==> src/rtl/tt_um_nibble_accum.sv <==
// ============================================================================
// Module   : tt_um_nibble_accum
// Brief    : Multi-term a+b add/subtract accumulator with a wrap or saturate
//            mode, a sticky overflow flag and a valid/ready result handshake.
// Revision : 1.0
// ============================================================================
`default_nettype none

module tt_um_nibble_accum #(
  parameter int W         = 4,
  parameter int ACC_W     = 8,
  parameter int MAX_TERMS = 15,
  localparam int CW       = $clog2(MAX_TERMS + 1)
) (
  input  logic             clk,
  input  logic             rst,
  input  logic             clear,
  input  logic [CW-1:0]    n_terms,
  input  logic             mode_sat,
  input  logic             in_valid,
  output logic             in_ready,
  input  logic [W-1:0]     in_a,
  input  logic [W-1:0]     in_b,
  input  logic             in_sub,
  output logic             out_valid,
  input  logic             out_ready,
  output logic [ACC_W-1:0] acc_out,
  output logic             ovf,
  output logic [CW-1:0]    term_cnt
);

  typedef enum logic [0:0] {
    ST_ACC  = 1'b0,
    ST_DONE = 1'b1
  } state_t;

  state_t           state, state_d;
  logic [ACC_W-1:0] acc, acc_d;
  logic             ovf_q, ovf_d;
  logic [CW-1:0]    cnt, cnt_d;
  logic [CW-1:0]    n_lat, n_lat_d;
  logic             sat_lat, sat_lat_d;

  logic             beat;
  logic             first;
  logic [CW-1:0]    n_eff;
  logic             sat_eff;
  logic [CW-1:0]    cnt_inc;
  logic [W:0]       sum_ab;
  logic [ACC_W:0]   s_ext;
  logic [ACC_W:0]   acc_ext;
  logic [ACC_W:0]   t_add;
  logic [ACC_W:0]   t_sub;
  logic             add_ovf;
  logic             sub_unf;

  assign in_ready  = (state == ST_ACC) && !clear;
  assign out_valid = (state == ST_DONE);
  assign acc_out   = acc;
  assign ovf       = ovf_q;
  assign term_cnt  = cnt;

  assign beat    = in_valid && in_ready;
  assign first   = (cnt == '0);
  // Transaction length and mode come from the ports only on the first beat.
  assign n_eff   = first ? ((n_terms == '0) ? CW'(1) : n_terms) : n_lat;
  assign sat_eff = first ? mode_sat : sat_lat;
  assign cnt_inc = cnt + CW'(1);

  assign sum_ab  = {1'b0, in_a} + {1'b0, in_b};
  assign s_ext   = {{(ACC_W-W){1'b0}}, sum_ab};
  assign acc_ext = {1'b0, acc};
  assign t_add   = acc_ext + s_ext;
  assign t_sub   = acc_ext - s_ext;
  assign add_ovf = t_add[ACC_W];
  assign sub_unf = (s_ext > acc_ext);

  always_comb begin
    state_d   = state;
    acc_d     = acc;
    ovf_d     = ovf_q;
    cnt_d     = cnt;
    n_lat_d   = n_lat;
    sat_lat_d = sat_lat;
    if (clear || ((state == ST_DONE) && out_ready)) begin
      state_d = ST_ACC;
      acc_d   = '0;
      ovf_d   = 1'b0;
      cnt_d   = '0;
    end else if (beat) begin
      n_lat_d   = n_eff;
      sat_lat_d = sat_eff;
      cnt_d     = cnt_inc;
      if (in_sub) begin
        if (sub_unf) begin
          ovf_d = 1'b1;
          acc_d = sat_eff ? '0 : t_sub[ACC_W-1:0];
        end else begin
          acc_d = t_sub[ACC_W-1:0];
        end
      end else begin
        if (add_ovf) begin
          ovf_d = 1'b1;
          acc_d = sat_eff ? '1 : t_add[ACC_W-1:0];
        end else begin
          acc_d = t_add[ACC_W-1:0];
        end
      end
      if (cnt_inc == n_eff) begin
        state_d = ST_DONE;
      end
    end
  end

  always_ff @(posedge clk) begin
    if (rst) begin
      state   <= ST_ACC;
      acc     <= '0;
      ovf_q   <= 1'b0;
      cnt     <= '0;
      n_lat   <= CW'(1);
      sat_lat <= 1'b0;
    end else begin
      state   <= state_d;
      acc     <= acc_d;
      ovf_q   <= ovf_d;
      cnt     <= cnt_d;
      n_lat   <= n_lat_d;
      sat_lat <= sat_lat_d;
    end
  end

endmodule

`default_nettype wire

==> config.mk <==
export PLATFORM = sky130hd
export DESIGN_NAME = tt_um_nibble_accum
export DESIGN_NICKNAME = d
export VERILOG_FILES = /design/src/rtl/tt_um_nibble_accum.sv
export SDC_FILE = /design/constraint.sdc
export NUM_CORES = 1
export LEC_CHECK = 0
export ABC_CLOCK_PERIOD_IN_PS = 3500
export CORE_UTILIZATION = 51
export DETAILED_ROUTE_END_ITERATION = 16
export HOLD_SLACK_MARGIN = 0.05
export PLACE_DENSITY = 0.79
export SYNTH_ARGS = -nofsm -noshare
export SYNTH_HDL_FRONTEND = slang
export SYNTH_SLANG_ARGS = --single-unit
==> constraint.sdc <==
create_clock -name clk -period 3.5 [get_ports clk]
set_input_delay 0.7 -clock clk [delete_from_list [all_inputs] [get_ports clk]]
set_output_delay 0.7 -clock clk [all_outputs]
set_load 0.02 [all_outputs]
==> run metrics <==
final non-filler cell total between 200 and 300; GRT Overall Usage about 24%; critical-path cell list clkdlybuf4s50_1 > ha_1 > fa_1 > a21o_1 > a21o_1 > ha_1 > nor2_1 > o2bb2ai_1 > a2111oi_2 > mux2i_1 > a221oi_2; area of the multi-input gates around 0.0012 mm^2; VDD IR max 0.238 mV; commonest non-fill, non-tap cells in the layout clkdlybuf4s50_1, a21oi_1, nor2_1, dfxtp_1, ha_1; Reg2Reg Setup Slack approximately 1.1 ns; CP delay by family, top compound AO/OA/AOI/OAI gates; drt first-iter violations 81; RSZ-0062 raised after global routing false; # fillers 288; Synth cell types 47; Post-DP HPWL a little under 3 mm; Hold EP n_lat[3]$_SDFFE_PP0P_; row count 20; Final Slew Violations 0; Die Wd around 59 um; CP Launch Type input port; RD Place Congestion ~0.90; Post-Synth Adder-Cell Area 15.7%; Crit Path Class in2reg; Post-synth EDFFs 0; ant diodes 0; vias in the first global route approximately 1500; max cap viols 0; FFs w/ async S/R, synth 0%; slew margin rel. 54.0%; Ys Warns 0; WL/cell ~13 um; I/O pin count 34; Clock Pin Slew Worst Setup and Hold Paths 0.11 ns; Post-Syn Instances around 200; final hold vios 0; drt drc 0; CP max stage delay between 0.4 and 0.5 ns; Worst Path Required between 3 and 4 ns; DR vias/cell ~5.6; Critical Path Sink Type flop; CTS HTree Levels 1; Critical-path top delay cell fa_1; worst skew pair latency roughly 0.31 ns; largest net degree at the start of global routing 21; Initial Util between 50% and 60%; CTS tree built; Mean Syn Cell Area 8.31 um^2; FF+latch area around 380 um^2; final WL about 3.7 mm; worst hold path class reg2reg; fin worst setup slack ~0.20 ns; reg-to-reg startpoint term_cnt[0]$_SDFFE_PP0P_; Main synth FF type dfxtp_1; first-pass GRT wire length ~6.4 mm; DRT antenna net count 0; mapped cell area between 0.0015 and 0.002 mm^2; DR pass1 iterations 4; I/O Buffers 33; cell count after placement 280; Hold Crit Start n_lat[3]$_SDFFE_PP0P_; Peak Freq 303 MHz; CP Buf/Inv Count 1; commonest non-fill, non-tap cell in the layout clkdlybuf4s50_1; Hold-fix buffers, CTS 0; worst hold path cell count 2; pre-CTS setup slack -0.156 ns; status finished, final reports clean; Core ar. slightly above 0.003 mm^2; Final #Nets between 200 and 300; Max Root-Sink Buffers 2; CTS buffer count 3; final setup vio count 0; Worst Tran Pin Value slightly below 0.7 ns; Pwr per Cell Area between 200 and 300 mW/mm^2; Period minus WS final 3.30 ns; number of storage elements in the synthesis netlist 19; Worst Skew roughly 0.010 ns; GR Overflow Total 0; Tcrit/Tclk final a little over nine tenths; TritonCTS Sinks 19; complex-gate fraction of the synthesized area between 20% and 30%; Post-Synth Simple-Gate Area a little under a fifth; sequential share of the synthesized area 23.0%; Chip Height roughly 60 um; Critical R2R Capture acc_out[4]$_SDFFE_PP0P_; mux cell area share after synthesis just under 4%; main combinational cell family by area after synthesis compound AO/OA/AOI/OAI gates; Post-Synth XOR/XNOR Area between 5 and 6%; R2R cell count 8; clock root cell clkbuf_4; layout cells sized above 1 roughly an eighth; Critical Path Fanout Max 6; Die ar. ~0.0035 mm^2; area delta synth->final 27.2%; initial antenna violation count 0; via count 1593; Lkg Pwr 0.884 nW; Fin Hold WS around 0.47 ns; Syn Nets around 240; Worst EP arrival 3.53 ns
state kept, by name, indices dropped and copies added (netlist names):
register   flops
sat_lat        1
out_valid      1
ovf            1
n_lat          4
acc_out        8
term_cnt       4
metrics by stage:
step	power, mW	utilization, %	area (um^2)	setup TNS, ns
global route	0.627	68.9	2100	0
CTS	0.590	68.7	2100	0
detailed placement	0.479	67.8	2070	-1.07
floorplan	0.389	-	1650	0
global placement	0.476	67.8	2070	-0.365
finish	0.588	68.9	2100	0
cell families after synthesis:
family	Yosys count
buf+inv	19
mux	6
flops	19
simple gates	58
xor+xnor	11
compound gates	67
fa+ha+maj	19
where the power goes:
part	total (mW)	switching, mW	internal, mW
Sequential	0.232	0.00813	0.223
Clock	0.111	0.0683	0.0427
Combinational	0.246	0.124	0.122
worst min-delay path: cells and delay by family (launching register included):
family,cells,cell delay [ns]
flip-flops,1,0.33
AND/OR/NAND/NOR,1,0.05
AO/OA/AOI/OAI,1,0.05
metal layers:
layer	vias to the layer above	part of all wire (%)	GRT usage [%]
met4	0	2.0	10.9
met1	716	46	32.0
li1	806	-	-
met3	7	6.3	1.76
met2	64	46	39.6
met5	-	0	0
Yosys cell counts, types with 5 or more instances:
cell / instances / area, um^2
a21oi_1: 19 / 95.1
ha_1: 16 / 200
nor2_1: 20 / 75.1
a31oi_1: 5 / 31.3
nand2_1: 13 / 48.8
o21ai_0: 14 / 70.1
xnor2_1: 7 / 61.3
nand3_1: 9 / 45.0
inv_1: 11 / 41.3
dfxtp_1: 19 / 380
a21o_1: 6 / 45.0
mux2i_1: 5 / 50.1
repair_timing:
action | 4_1_cts | 5_1_grt
setup endpoints to repair | 0 | 8
setup buffers | 0 | 0
resized for setup | 0 | 3
worst max path at each step:
| stage | cells after the start | from | slack (ns) | to |
|---|---|---|---|---|
| 2_1_floorplan | 11 | in_a[0] | 0.42 | acc_out[7]$_SDFFE_PP0P_ |
| 3_3_place_gp | 11 | in_a[0] | -0.09 | acc_out[7]$_SDFFE_PP0P_ |
| 3_5_place_dp | 12 | in_a[0] | -0.16 | acc_out[0]$_SDFFE_PP0P_ |
| 4_1_cts | 12 | in_a[0] | 0.16 | acc_out[0]$_SDFFE_PP0P_ |
| 5_1_grt | 12 | in_a[0] | 0.02 | acc_out[1]$_SDFFE_PP0P_ |
| 6_report | 11 | in_a[0] | 0.20 | acc_out[7]$_SDFFE_PP0P_ |
area by class of cell:
type | count | area share (%)
Multi-Input combinational cell | 161 | 56.2
Timing Repair Buffer | 44 | 19.6
Clock inverter | 1 | 0.238
Tap cell | 44 | 2.62
Clock buffer | 3 | 1.07
Sequential cell | 19 | 18.1
Inverter | 12 | 2.14
No activity file was read; power rests on OpenSTA's default activity.
